<file path="src/rtl/uart_pkg.sv">
// rtl/uart_pkg.sv - shared FSM states, parity encodings and majority vote for the UART receiver
// Contents: uart_state_t (receiver FSM states), PARITY_* encodings, maj3() 2-of-3 vote.
package uart_pkg;

  typedef enum logic [2:0] {
    ST_IDLE,
    ST_START,
    ST_DATA,
    ST_PARITY,
    ST_STOP,
    ST_WAIT_HIGH
  } uart_state_t;

  localparam int PARITY_NONE = 0;
  localparam int PARITY_ODD  = 1;
  localparam int PARITY_EVEN = 2;

  function automatic logic maj3(input logic a, input logic b, input logic c);
    return (a & b) | (a & c) | (b & c);
  endfunction

endpackage

</file>
<file path="src/rtl/uart_baud_tick.sv">
// rtl/uart_baud_tick.sv - oversample tick generator, one pulse every DIV clocks
// Ports: clk, rst (sync, active-high), restart (realign divider to this cycle), tick (1-cycle pulse).
module uart_baud_tick #(
  parameter int CLK_FREQ   = 50_000_000,
  parameter int BAUD       = 115200,
  parameter int OVERSAMPLE = 16
) (
  input  logic clk,
  input  logic rst,
  input  logic restart,
  output logic tick
);

  localparam int DIV_RAW = CLK_FREQ / (BAUD * OVERSAMPLE);
  localparam int DIV     = (DIV_RAW < 1) ? 1 : DIV_RAW;
  localparam int CW      = (DIV > 1) ? $clog2(DIV) : 1;
  localparam logic [CW-1:0] CNT_MAX = CW'(DIV - 1);

  logic [CW-1:0] cnt;

  always_ff @(posedge clk) begin
    if (rst || restart) begin
      cnt <= '0;
    end else if (cnt == CNT_MAX) begin
      cnt <= '0;
    end else begin
      cnt <= cnt + 1'b1;
    end
  end

  // No tick on the realign cycle: the first tick of a new frame lands DIV clocks later.
  assign tick = (cnt == CNT_MAX) && !restart;

endmodule

</file>
<file path="src/rtl/uart_rx_ovs.sv">
// rtl/uart_rx_ovs.sv - oversampling UART receiver with majority vote and valid/ready output
// Ports: clk, rst (sync, active-high), rx_i (async line, idle high),
//        rx_data/rx_valid/rx_ready (held word + handshake), parity_err/frame_err (qualified by rx_valid),
//        overrun_err (1-cycle pulse when a finished frame is dropped), busy (FSM not idle).
module uart_rx_ovs
  import uart_pkg::*;
#(
  parameter int CLK_FREQ   = 50_000_000,
  parameter int BAUD       = 115200,
  parameter int OVERSAMPLE = 16,
  parameter int DATA_BITS  = 8,
  parameter int PARITY     = 0,
  parameter int STOP_BITS  = 1
) (
  input  logic                 clk,
  input  logic                 rst,
  input  logic                 rx_i,
  output logic [DATA_BITS-1:0] rx_data,
  output logic                 rx_valid,
  input  logic                 rx_ready,
  output logic                 parity_err,
  output logic                 frame_err,
  output logic                 overrun_err,
  output logic                 busy
);

  if (DATA_BITS < 5 || DATA_BITS > 9 || PARITY < 0 || PARITY > 2 ||
      (STOP_BITS != 1 && STOP_BITS != 2) ||
      OVERSAMPLE < 8 || OVERSAMPLE > 32 || (OVERSAMPLE % 2) != 0) begin : g_param_err
    $error("uart_rx_ovs: illegal DATA_BITS/PARITY/STOP_BITS/OVERSAMPLE");
  end

  localparam int OCW = $clog2(OVERSAMPLE);
  localparam logic [OCW-1:0] OS_LAST = OCW'(OVERSAMPLE - 1);
  localparam logic [OCW-1:0] V0      = OCW'(OVERSAMPLE / 2 - 1);
  localparam logic [OCW-1:0] V1      = OCW'(OVERSAMPLE / 2);
  localparam logic [OCW-1:0] V2      = OCW'(OVERSAMPLE / 2 + 1);
  localparam logic [3:0]     DATA_LAST = 4'(DATA_BITS - 1);
  localparam logic           STOP_LAST = (STOP_BITS == 2);
  localparam logic           ODD_PAR   = (PARITY == PARITY_ODD);

  logic rx_meta, rx_sync, rx_prev;
  logic fall;
  uart_state_t state, next_state;
  logic tick, restart, frame_done, counting, vote_tick, bit_end, vote, ferr_now;
  logic [OCW-1:0]       os_cnt;
  logic [1:0]           samp;
  logic [DATA_BITS-1:0] shreg;
  logic [3:0]           bit_cnt;
  logic                 stop_cnt;
  logic                 perr_r, ferr_r;

  always_ff @(posedge clk) begin
    if (rst) begin
      rx_meta <= 1'b1;
      rx_sync <= 1'b1;
      rx_prev <= 1'b1;
    end else begin
      rx_meta <= rx_i;
      rx_sync <= rx_meta;
      rx_prev <= rx_sync;
    end
  end

  assign fall = rx_prev & ~rx_sync;

  uart_baud_tick #(
    .CLK_FREQ  (CLK_FREQ),
    .BAUD      (BAUD),
    .OVERSAMPLE(OVERSAMPLE)
  ) u_tick (
    .clk    (clk),
    .rst    (rst),
    .restart(restart),
    .tick   (tick)
  );

  assign counting  = (state == ST_START) || (state == ST_DATA) ||
                     (state == ST_PARITY) || (state == ST_STOP);
  assign vote_tick = tick && counting && (os_cnt == V2);
  assign bit_end   = tick && counting && (os_cnt == OS_LAST);
  // The third sample is the live line value; the first two were captured on earlier ticks.
  assign vote      = maj3(samp[0], samp[1], rx_sync);
  assign ferr_now  = ferr_r | ~vote;
  assign busy      = (state != ST_IDLE);

  always_ff @(posedge clk) begin
    if (rst) state <= ST_IDLE;
    else     state <= next_state;
  end

  always_comb begin
    next_state = state;
    restart    = 1'b0;
    frame_done = 1'b0;
    case (state)
      ST_IDLE: begin
        if (fall) begin
          next_state = ST_START;
          restart    = 1'b1;
        end
      end
      ST_START: begin
        if (vote_tick && vote) next_state = ST_IDLE;
        else if (bit_end)      next_state = ST_DATA;
      end
      ST_DATA: begin
        if (bit_end && bit_cnt == DATA_LAST)
          next_state = (PARITY != PARITY_NONE) ? ST_PARITY : ST_STOP;
      end
      ST_PARITY: begin
        if (bit_end) next_state = ST_STOP;
      end
      ST_STOP: begin
        // Frame ends at the last stop vote, half a bit early, so the next start edge is never missed.
        if (vote_tick && stop_cnt == STOP_LAST) begin
          frame_done = 1'b1;
          next_state = ferr_now ? ST_WAIT_HIGH : ST_IDLE;
        end
      end
      ST_WAIT_HIGH: begin
        if (rx_sync) next_state = ST_IDLE;
      end
      default: next_state = ST_IDLE;
    endcase
  end

  always_ff @(posedge clk) begin
    if (rst || restart) begin
      os_cnt   <= '0;
      samp     <= '0;
      shreg    <= '0;
      bit_cnt  <= '0;
      stop_cnt <= 1'b0;
      perr_r   <= 1'b0;
      ferr_r   <= 1'b0;
    end else if (tick && counting) begin
      os_cnt <= (os_cnt == OS_LAST) ? '0 : os_cnt + 1'b1;
      if (os_cnt == V0) samp[0] <= rx_sync;
      if (os_cnt == V1) samp[1] <= rx_sync;
      if (os_cnt == V2) begin
        case (state)
          ST_DATA:   shreg  <= {vote, shreg[DATA_BITS-1:1]};
          ST_PARITY: perr_r <= ((^shreg) ^ ODD_PAR) != vote;
          ST_STOP:   ferr_r <= ferr_now;
          default:   ;
        endcase
      end
      if (os_cnt == OS_LAST) begin
        if (state == ST_DATA) bit_cnt  <= bit_cnt + 4'd1;
        if (state == ST_STOP) stop_cnt <= stop_cnt + 1'b1;
      end
    end
  end

  always_ff @(posedge clk) begin
    if (rst) begin
      rx_data     <= '0;
      rx_valid    <= 1'b0;
      parity_err  <= 1'b0;
      frame_err   <= 1'b0;
      overrun_err <= 1'b0;
    end else begin
      overrun_err <= 1'b0;
      if (frame_done) begin
        if (!rx_valid || rx_ready) begin
          rx_data    <= shreg;
          parity_err <= perr_r;
          frame_err  <= ferr_now;
          rx_valid   <= 1'b1;
        end else begin
          overrun_err <= 1'b1;
        end
      end else if (rx_valid && rx_ready) begin
        rx_valid <= 1'b0;
      end
    end
  end

endmodule

</file>
<file path="config.mk">
export PLATFORM = sky130hd
export DESIGN_NAME = uart_rx_ovs
export DESIGN_NICKNAME = d
export VERILOG_FILES = /design/src/rtl/uart_pkg.sv /design/src/rtl/uart_baud_tick.sv /design/src/rtl/uart_rx_ovs.sv
export SDC_FILE = /design/constraint.sdc
export NUM_CORES = 1
export LEC_CHECK = 0
export ABC_AREA = 0
export ABC_CLOCK_PERIOD_IN_PS = 1800
export CAP_MARGIN = 10
export CORE_ASPECT_RATIO = 0.6
export CORE_MARGIN = 2
export CORE_UTILIZATION = 25
export DETAILED_ROUTE_END_ITERATION = 10
export HOLD_SLACK_MARGIN = 0.06
export MAX_ROUTING_LAYER = met4
export PLACE_DENSITY = 0.4
export SETUP_SLACK_MARGIN = 0.4
export SLEW_MARGIN = 20
export SYNTH_ARGS = -nofsm -noshare
export SYNTH_HDL_FRONTEND = slang
export SYNTH_HIERARCHICAL = 1
export SYNTH_SLANG_ARGS = --single-unit
</file>
<file path="constraint.sdc">
create_clock -name clk -period 1.8 [get_ports clk]
set_input_delay 0.36 -clock clk [delete_from_list [all_inputs] [get_ports clk]]
set_output_delay 0.36 -clock clk [all_outputs]
set_load 0.03 [all_outputs]
</file>
==> Word-level counts from Yosys, hierarchy flattened <==
Index checks and enable logic that the tools add are counted.
{ "word_totals": {"regBits": 44, "input_bits": 4, "out_inout_bits": 13, "elab_cells": 101} }
{ "op_classes": {"add_sub_neg": 4, "eq_ne": 19, "muxes": 18, "bitwise_logic": 11, "reduce_logical": 31} }
{ "ops": {"columns": ["cell", "count"], "rows": [
  ["$mux W3", 8],
  ["$pmux W3 S6", 1],
  ["$reduce_and A3 Y1", 5],
  ["$eq A4 B4 Y1 const B", 3],
  ["$add A4 B1 Y4 const B", 2],
  ["$eq A4 B3 Y1 const B", 2],
  ["$logic_and A1 B1 Y1", 8],
  ["$mux W1", 8],
  ["$ne A2 B2 Y1 const B", 4],
  ["$reduce_and A2 Y1", 4],
  ["$reduce_xor A8 Y1", 1],
  ["$eq A3 B2 Y1 const B", 2],
  ["$eq A3 B3 Y1 const B", 2],
  ["$reduce_and A6 Y1", 1],
  ["$add A5 B1 Y5 const B", 1],
  ["$eq A5 B5 Y1 const B", 1],
  ["$logic_or A1 B1 Y1", 5],
  ["$and A1 B1 Y1", 4],
  ["$mux W4", 1],
  ["$ne A2 B1 Y1 const B", 2],
  ["$not A1 Y1", 4],
  ["$reduce_or A2 Y1", 2],
  ["$eq A3 B1 Y1 const B", 1],
  ["$logic_not A3 Y1", 1],
  ["other kinds (7)", 10]
]} }

==> Logic depth before layout (Yosys ltp) <==
Gate-level depths: netlist (run 1).
{ "depth": {"depth_word": 13, "depth_mapped": 9} }

==> Cells and area by module <==
The synthesis (run 1) kept the hierarchy.
{ "by_module_without_submodules": {"columns": ["module", "n_inst", "cells_each", "area_per_inst_um2", "seq_area_each_um2"], "rows": [
  ["uart_rx_ovs", 1, 186, 1814.2, 780.7],
  ["uart_baud_tick", 1, 22, 206.4, 100.1]
]} }

==> Worst setup path before layout (run 1) <==
OpenSTA, ideal clock, no wires.
{ "synth_path": {"path_type": "register to register", "start": "register state[0]", "end": "register perr_r", "t_arrival_ns": 1.936, "setup_slack_ns": -0.205, "stages_incl_launch_ff": 10, "n_path_buf": 2, "synth_period_minus_slack_ns": 2.005, "path_cell_list": "dfxtp_1 > or3_1 > buf_6 > nor2b_1 > nor2_1 > and3_4 > buf_6 > nand2_2 > or3_1 > a21oi_1"} }
{ "synth_between": {"elab_chain_len": 6} }
{ "synth_rtl": {"columns": ["element", "line_no", "rtl"], "rows": [
  ["from (decl)", "uart_rx_ovs.sv:44", "uart_state_t state, next_state;"],
  ["from (signal assigned)", "uart_rx_ovs.sv:89", "else state <= next_state;"],
  ["$logic_not A3 Y1", "uart_rx_ovs.sv:96", "case (state)"],
  ["$mux W1", "uart_rx_ovs.sv:96", null],
  ["net restart", "uart_rx_ovs.sv:45", "logic tick, restart, frame_done, counting, vote_tick, bit_end, vote, ferr_now;"],
  ["$logic_not A1 Y1", "uart_baud_tick.sv:32", "assign tick = (cnt == CNT_MAX) && !restart;"],
  ["$logic_and A1 B1 Y1", "uart_baud_tick.sv:32", null],
  ["net tick", "uart_rx_ovs.sv:45", null],
  ["$logic_and A1 B1 Y1", "uart_rx_ovs.sv:137", "end else if (tick && counting) begin"],
  ["$reduce_and A3 Y1 (no source line)", null, null],
  ["to (signal assigned)", "uart_rx_ovs.sv:144", "ST_PARITY: perr_r <= ((^shreg) ^ ODD_PAR) != vote;"],
  ["to (decl)", "uart_rx_ovs.sv:51", "logic perr_r, ferr_r;"]
]} }
The timed path passes the listed nets, and every way through them passes these cells.
A chain may end at the register's enable or synchronous reset.

==> Final worst setup path (run 1) <==
{ "layout_path": {"start": "register state[2]", "end": "register state[1]"} }
{ "layout_between": {"elab_chain_len": 9} }
{ "layout_rtl": {"columns": ["element", "line_no"], "rows": [
  ["$logic_not A3 Y1 (*)", "uart_rx_ovs.sv:96"],
  ["$mux W1 (*)", "uart_rx_ovs.sv:96"],
  ["net restart", "uart_rx_ovs.sv:45"],
  ["$logic_not A1 Y1 (*)", "uart_baud_tick.sv:32"],
  ["$logic_and A1 B1 Y1 (*)", "uart_baud_tick.sv:32"],
  ["net tick", "uart_rx_ovs.sv:45"],
  ["$logic_and A1 B1 Y1 (*)", "uart_rx_ovs.sv:80, uart_rx_ovs.sv:81"],
  ["$logic_and A1 B1 Y1 (on tied branches)", "uart_rx_ovs.sv:80, uart_rx_ovs.sv:81"],
  ["$logic_and A1 B1 Y1 (on tied branches)", "uart_rx_ovs.sv:104, uart_rx_ovs.sv:108, uart_rx_ovs.sv:116"],
  ["$ne A3 B2 Y1 (no source line) (tied with other cells)", null],
  ["$reduce_and A6 Y1 (no source line) or $pmux W3 S6 (tied branches)", null]
]} }
The timed path passes the listed nets; every way through them passes the cells marked *.

==> results of run 1 <==
## sequential cells by signal (all words and copies together), names as in the netlist, 2 cells and up
register / flops
rx_data: 8
shreg: 8
u_tick/cnt: 5
bit_cnt: 4
os_cnt: 4
state: 3
samp: 2
## per-layer routing
layer	wire [microns]	share of wire (%)	track usage, %
met5	0	0	-
met4	42	0.88	3.53
met3	187	3.9	3.80
met2	1930	40	16.2
met1	2630	55	17.2
## power groups by stage
stage | clock, mW | combinational (mW) | sequential, mW
6_report | 1.05 | 0.711 | 1.03
5_1_grt | 1.13 | 0.771 | 1.04
4_1_cts | 1.08 | 0.682 | 1.03
3_5_place_dp | 0 | 0.600 | 1.05
3_3_place_gp | 0 | 0.607 | 1.05
2_1_floorplan | 0 | 0.366 | 1.08
## worst paths after layout
check	cells past startpoint	startpoint	end	slack, ns
hold reg to reg	1	rx_meta	rx_sync	0.41
setup / recovery	9	state[2]	state[1]	-0.06
setup reg to reg	9	state[2]	state[1]	-0.06
hold / removal	1	rx_meta	rx_sync	0.41
## critical path, delay by kind of cell, from the launching register on
family	cells	cell delay, ns
buffers and inverters	1	0.14
AO/OA/AOI/OAI	2	0.35
flip-flops	1	0.32
AND/OR/NAND/NOR	6	0.95
## cell families (layout without fill, tap and decap cells)
group,after synthesis,after routing,synth area share (%)
AO/OA/AOI/OAI,23,23,7.37
XOR/XNOR,14,14,6.75
adder cells (fa/ha/maj),7,7,4.21
buffers and inverters,14,69,3.90
flip-flops,44,44,43.6
multiplexers,20,20,9.91
AND/OR/NAND/NOR,86,86,24.3
## cell usage in the layout, fill, tap and decap left out, types with 2 or more instances in the layout
cell type / netlist / routed
dfxtp_1: 44 / 38
nor2_1: 35 / 32
buf_4: 0 / 28
mux2i_1: 20 / 20
buf_6: 3 / 9
xnor2_1: 7 / 7
nand4b_1: 6 / 6
xor2_1: 6 / 6
clkbuf_16: 0 / 6
dfxtp_2: 0 / 6
clkdlybuf4s15_1: 0 / 6
nand3_1: 7 / 5
a21oi_1: 9 / 5
ha_1: 6 / 5
inv_1: 5 / 4
nand2_1: 5 / 4
or2_2: 5 / 4
a21oi_2: 0 / 4
clkbuf_2: 0 / 4
nor3_2: 2 / 3
o21ai_0: 3 / 3
or3_1: 5 / 3
nand2_2: 2 / 3
clkdlybuf4s50_1: 0 / 3
or3_4: 0 / 2
nor2b_1: 3 / 2
nand3_4: 1 / 2
nand3_2: 1 / 2
nand2b_1: 2 / 2
nor2_4: 0 / 2
buf_12: 0 / 2
## layout make-up
| cell class | count | area, sq um |
|---|---|---|
| fillers | 809 | 4930 |
| inverters | 5 | 18.8 |
| flip-flops and latches | 44 | 888 |
| clock inverters | 3 | 42.5 |
| clock buffers | 5 | 125 |
| repair buffers | 56 | 534 |
| multi-input cells | 150 | 1170 |
| well taps | 108 | 135 |
## what timing repair did
action / 4_1_cts / 5_1_grt
setup endpoints to repair: 47 / 47
gates cloned: 1 / 1
endpoints found under the hold margin: 0 / 0
resized for setup: 32 / 27
pin swaps: 21 / 18
buffers inserted: 5 / 5
hold buffers: 0 / 0
==> results.md, run 1 <==
- Clk sink count: 44
- Number of I/O port buffers: 16
- Data required, critical path: slightly below 2 ns
- CTS clk-pin slew, worst paths: 0.06 ns
- Gr ovfl total: 0
- Maximum VDD drop: between 0.0003 and 0.0004 V
- Switching part of the total power: 27.7%
- Total CTS buffers: 5
- First-pass GRT wire length: 7810 microns
- Tightest Pin Transition: between 0.3 and 0.4 ns
- DR iter-0 viols: 53
- CP arrival: approximately 2 ns
- Critical path type: flip-flop to flip-flop
- FF+latch count, synth: 44
- Final setup fails: 5
- Hold WC Path Type: flip-flop to flip-flop
- Via/cell ratio: around 4.3
- Pwr Total: 2.80 mW
- Worst Setup End Kind: flip-flop
- Die H: about 74 microns
- Max Buffers Root-to-Sink: 2
- Setup ws final: -0.0565 ns
- Clk_skew: 0.00948 ns
- Horiz. Die Dim: approximately 120 microns
- Fin. Hold Viols: 0
- Post-synth top area cell: dfxtp_1
- Die area: approximately 8800 sq um
- Ys flop type: dfxtp_1
- Synth top area share: between 40 and 50%
- Synthesized area: 2020 sq um
- Synth Net Count: approximately 220
- Placed Area: between 2000 and 3000 sq um
- Comb pwr share: 25.4%
- GRT Total Usage: 12.1%
- Crit path time final: 1.86 ns
- Vias: 1591
- N_diodes: 0
- Worst setup SP type: flip-flop
- Fin nets: 272
- Cell with the most instances after synthesis: dfxtp_1
- Starting Density: approximately a quarter
- Layout Area Growth over Synthesis: 44.5%
- Initial antenna violation count: 0
- Failing checks: setup timing
- Design Area, Final: 2920 sq um
- Setup TNS Final: -0.176 ns
- WHS: 0.413 ns
- Routability Congestion: 0.837
- Clk Latency, worst-skew pair: 0.29 ns
- Antenna Nets Post-Route: 0
- Sw Pwr: 0.774 mW
- CTS tree: done
- Slowest-stage cell, CP: or3_4
- Final core utilization: 37.2%
- RSZ-0062 raised after global routing: true
- CP Cell Sequence: or3_4 > nor2b_4 > nor2_4 > buf_4 > nand4b_1 > o21a_1 > nor3_4 > and2_1 > o31ai_1
- Critical path's largest stage delay: 0.40 ns
- Dpl cells: 351
- Pre-antenna DRT Iters: 4
- Pin count of the biggest net entering global routing: 15
- Post-Syn Instances: 208
- Post-Route WL: about 4800 microns
- Seq/Total Area, Yosys: 43.6%
- Synth warn: 6
- Period utilisation layout: 103%
- Post-detailed-route wirelength per cell: 12.9 microns
- IO Count: 17
- Detailed placement HPWL: around 3200 microns
- Clock share of power: 37.6%
- Pwr per Cell Area: 959 nW/um^2
- Crit Path Max Fanout: 6
- Post-synthesis cell type count: 46
- Total of max-cap violations: 0
- P_leak: approximately 1.2 nW
- Vias in the first global route: 1543
- Slew margin rel.: 75.2%
- Core Rows: 25
- Non-Filler Instances: 371
- Max-slew violation count: 0
- Post-route DRC: 0
- Avg Synthesized Cell Area: 9.71 sq um
- P_int: 2.02 mW
- Post-Place Worst Slack: -0.0705 ns
- Main area contributors after synthesis: dfxtp_1 (44%), mux2i_1 (9.9%), nor2_1 (6.5%)
- Post-synth EDFFs: 0
- Peak Freq: 0.539 GHz
- Post-synth top cells: dfxtp_1 (44), nor2_1 (35), mux2i_1 (20), a21oi_1 (9)
- Outcome: finished with violations
- Core box area: 7850 sq um
- Async S/R FF share, synth: 0%
- Clock root cell: clkbuf_16
- H-Tree Depth: 2
- Sequential share of power: 37.0%
- Share of cells above drive strength 1: 36.1%
Power figures use the tool's default switching activity.
==> inputs of run 2 (changes only) <==
Settings changed: CORE_UTILIZATION 25 to 51, PLACE_DENSITY 0.4 to 0.72, REMOVE_ABC_BUFFERS from default to 1.
==> results.md, run 2 (synthesis results as in run 1) <==
- Hold Path End: rx_sync
- Comb pwr share: 31.3% (+5.9 points)
- Critical path type: flip-flop to flip-flop
- Clk sink count: 44 (unchanged)
- Number of I/O port buffers: 16 (unchanged)
- Horiz. Die Dim: 85.3 microns (-29%)
- Setup ws final: -0.0993 ns (-0.0427 ns)
- Pwr Total: 2.59 mW (-7.6%)
- Setup TNS Final: -1.16 ns (-0.980 ns)
- Max Buffers Root-to-Sink: 2 (unchanged)
- H-Tree Depth: 2 (unchanged)
- Fin nets: 274 (+0.74%)
- Clock share of power: 28.8% (-8.8 points)
- GRT Total Usage: 25.3% (+13 points)
- Via/cell ratio: 5.58 (+30%)
- Initial antenna violation count: 0 (unchanged)
- Worst Setup End Kind: flip-flop
- Failing checks: setup timing
- P_leak: 1.15 nW (-2.2%)
- Total CTS buffers: 5 (unchanged)
- Most frequent cells in the layout: dfxtp_1 (41), nor2_1 (28), buf_4 (28), mux2i_1 (20), buf_6 (14)
- Clk Latency, worst-skew pair: 0.30 ns (about the same)
- Crit path time final: 1.90 ns (+0.0427 ns)
- Post-route DRC: 0 (unchanged)
- Outcome: finished with violations
- Worst setup SP type: flip-flop
- Hold WC Path Type: flip-flop to flip-flop
- CP arrival: 2.12 ns (+0.07 ns)
- CP Cell Sequence: inv_2 > ha_4 > nand4b_1 > nor2_4 > nand4b_1 > o21a_1 > nor3_4 > a21oi_1 > a211oi_1
- First-pass GRT wire length: 8400 microns (+7.6%)
- Antenna Nets Post-Route: 0 (unchanged)
- Peak Freq: 0.527 GHz (-2.3%)
- Fin. Hold Viols: 0 (unchanged)
- Clk_skew: 0.00907 ns (-0.000409 ns)
- Pre-antenna DRT Iters: 4 (unchanged)
- P_int: 1.81 mW (-10%)
- Post-detailed-route wirelength per cell: 17.0 microns (+31%)
- Post-Place Worst Slack: -0.295 ns (-0.225 ns)
- Dpl cells: 292 (-17%)
- CTS Hold Bufs: 0 (unchanged)
- Critical path's largest stage delay: 0.34 ns (-0.06 ns)
- Placed Area: 2420 sq um (-4.3%)
- Sw Pwr: 0.773 mW (about the same)
- Non-Filler Instances: 312 (-16%)
- Gr ovfl total: 0 (unchanged)
- Die H: 52.8 microns (-28%)
- Detailed placement HPWL: 3420 microns (+7.6%)
- Sequential share of power: 39.9% (+2.9 points)
- R2R cell count: 9 (unchanged)
- Core Rows: 17 (-32%)
- Top Registers: rx_data (8), shreg (8), u_tick/cnt (5)
- Min-delay src: rx_meta
- Design Area, Final: 2830 sq um (-3.2%)
- Core box area: 3740 sq um (-52%)
- DR iter-0 viols: 151 (+180%)
- Post-Route WL: 5290 microns (+11%)
- Final core utilization: 75.5% (+38 points)
- Reg-to-Reg Start: u_tick/cnt[0]
- CTS tree: done
- Pin count of the biggest net entering global routing: 16 (+1)
- Routability Congestion: 0.867 (+3.5%)
- Clock root cell: clkbuf_8
- Share of cells above drive strength 1: 39.2% (+3.1 points)
- Most used cell, CP: nand4b_1
- RR Endpoint: state[2]
- Switching part of the total power: 29.9% (+2.3 points)
- Starting Density: 54.0% (+28 points)
- Tightest Pin Transition: 0.399 ns (+0.0366 ns)
- Vias in the first global route: 1679 (+8.8%)
- Maximum VDD drop: 0.000718 V (+110%)
- Slew margin rel.: 72.7% (-2.5 points)
- Die area: 4500 sq um (-49%)
- IO Count: 17 (unchanged)
- Pwr per Cell Area: 915 nW/um^2 (-4.6%)
- Flop-to-flop setup slack: -0.1 ns (-0.04 ns)
- Period utilisation layout: 106% (+2.4 points)
- Commonest non-fill, non-tap cell in the layout: dfxtp_1
- CTS clk-pin slew, worst paths: 0.08 ns (+0.02 ns)
- WHS: 0.421 ns (+0.00822 ns)
- N_diodes: 0 (unchanged)
- Slowest-stage cell, CP: dfxtp_2
- Final setup fails: 21 (+16)
- Data required, critical path: 2.02 ns (+0.03 ns)
- Crit Path Max Fanout: 7 (+1)
- Total of max-cap violations: 0 (unchanged)
- Layout Area Growth over Synthesis: 39.9%
- Max-slew violation count: 0 (unchanged)
- Vias: 1741 (+9.4%)
- Hold Path Depth: 1 (unchanged)
- RSZ-0062 raised after global routing: true
==> run 2: cell count changes in the layout (fill, tap and decap cells not counted), moves of 3 or more <==
cell,delta
buf_6,+5
clkbuf_16,-6
clkbuf_8,+5
dfxtp_1,+3
dfxtp_2,-3
nor2_1,-4
nor2_4,+3
==> run 2: repair_timing <==
action                                 CTS  global route
setup endpoints to repair               49            53
setup buffers                            9             3
pin swaps                               28            15
endpoints found under the hold margin    0             0
gates resized for setup                 61            37
==> run 2: worst max-delay path by stage <==
stage                 endpoint  cells past startpoint          start
floorplan           parity_err                      7       state[0]
global placement       samp[0]                      8       state[2]
detailed placement    state[2]                      9  u_tick/cnt[0]
CTS                 rx_data[0]                      9  u_tick/cnt[0]
global route          state[2]                      9  u_tick/cnt[0]
finish                state[2]                      9  u_tick/cnt[0]
==> run 2: power groups by stage <==
stage	Combinational, mW	Sequential [mW]	Clock (mW)
after global routing	0.848	1.03	0.802
after floorplan	0.274	1.07	0
after CTS	0.678	1.03	0.755
final	0.811	1.03	0.744
after detailed placement	0.556	1.05	0
after global placement	0.533	1.04	0
==> run 2: layer usage <==
| layer | GRT usage (%) | part of all wire, % | vias up |
|---|---|---|---|
| li1 | - | - | 827 |
| met1 | 33.2 | 46 | 850 |
| met4 | 8.47 | 1.3 | 0 |
| met5 | - | 0 | - |
| met3 | 5.98 | 6.3 | 7 |
| met2 | 39.1 | 47 | 57 |
==> run 2: area by class of cell <==
type / count / area (sq um)
flip-flops and latches: 44 / 885
repair buffers: 58 / 509
clock buffers: 6 / 72.6
inverters: 5 / 18.8
multi-input cells: 150 / 1250
fillers: 230 / 917
clock inverters: 2 / 35.0
well taps: 47 / 58.8
==> run 2: worst max-delay path: cells and delay by family, from the launching register on <==
| kind | cells | cell delay, ns |
|---|---|---|
| buf+inv | 1 | 0.07 |
| compound gates | 3 | 0.54 |
| flops | 1 | 0.34 |
| simple gates | 4 | 0.74 |
| fa+ha+maj | 1 | 0.13 |
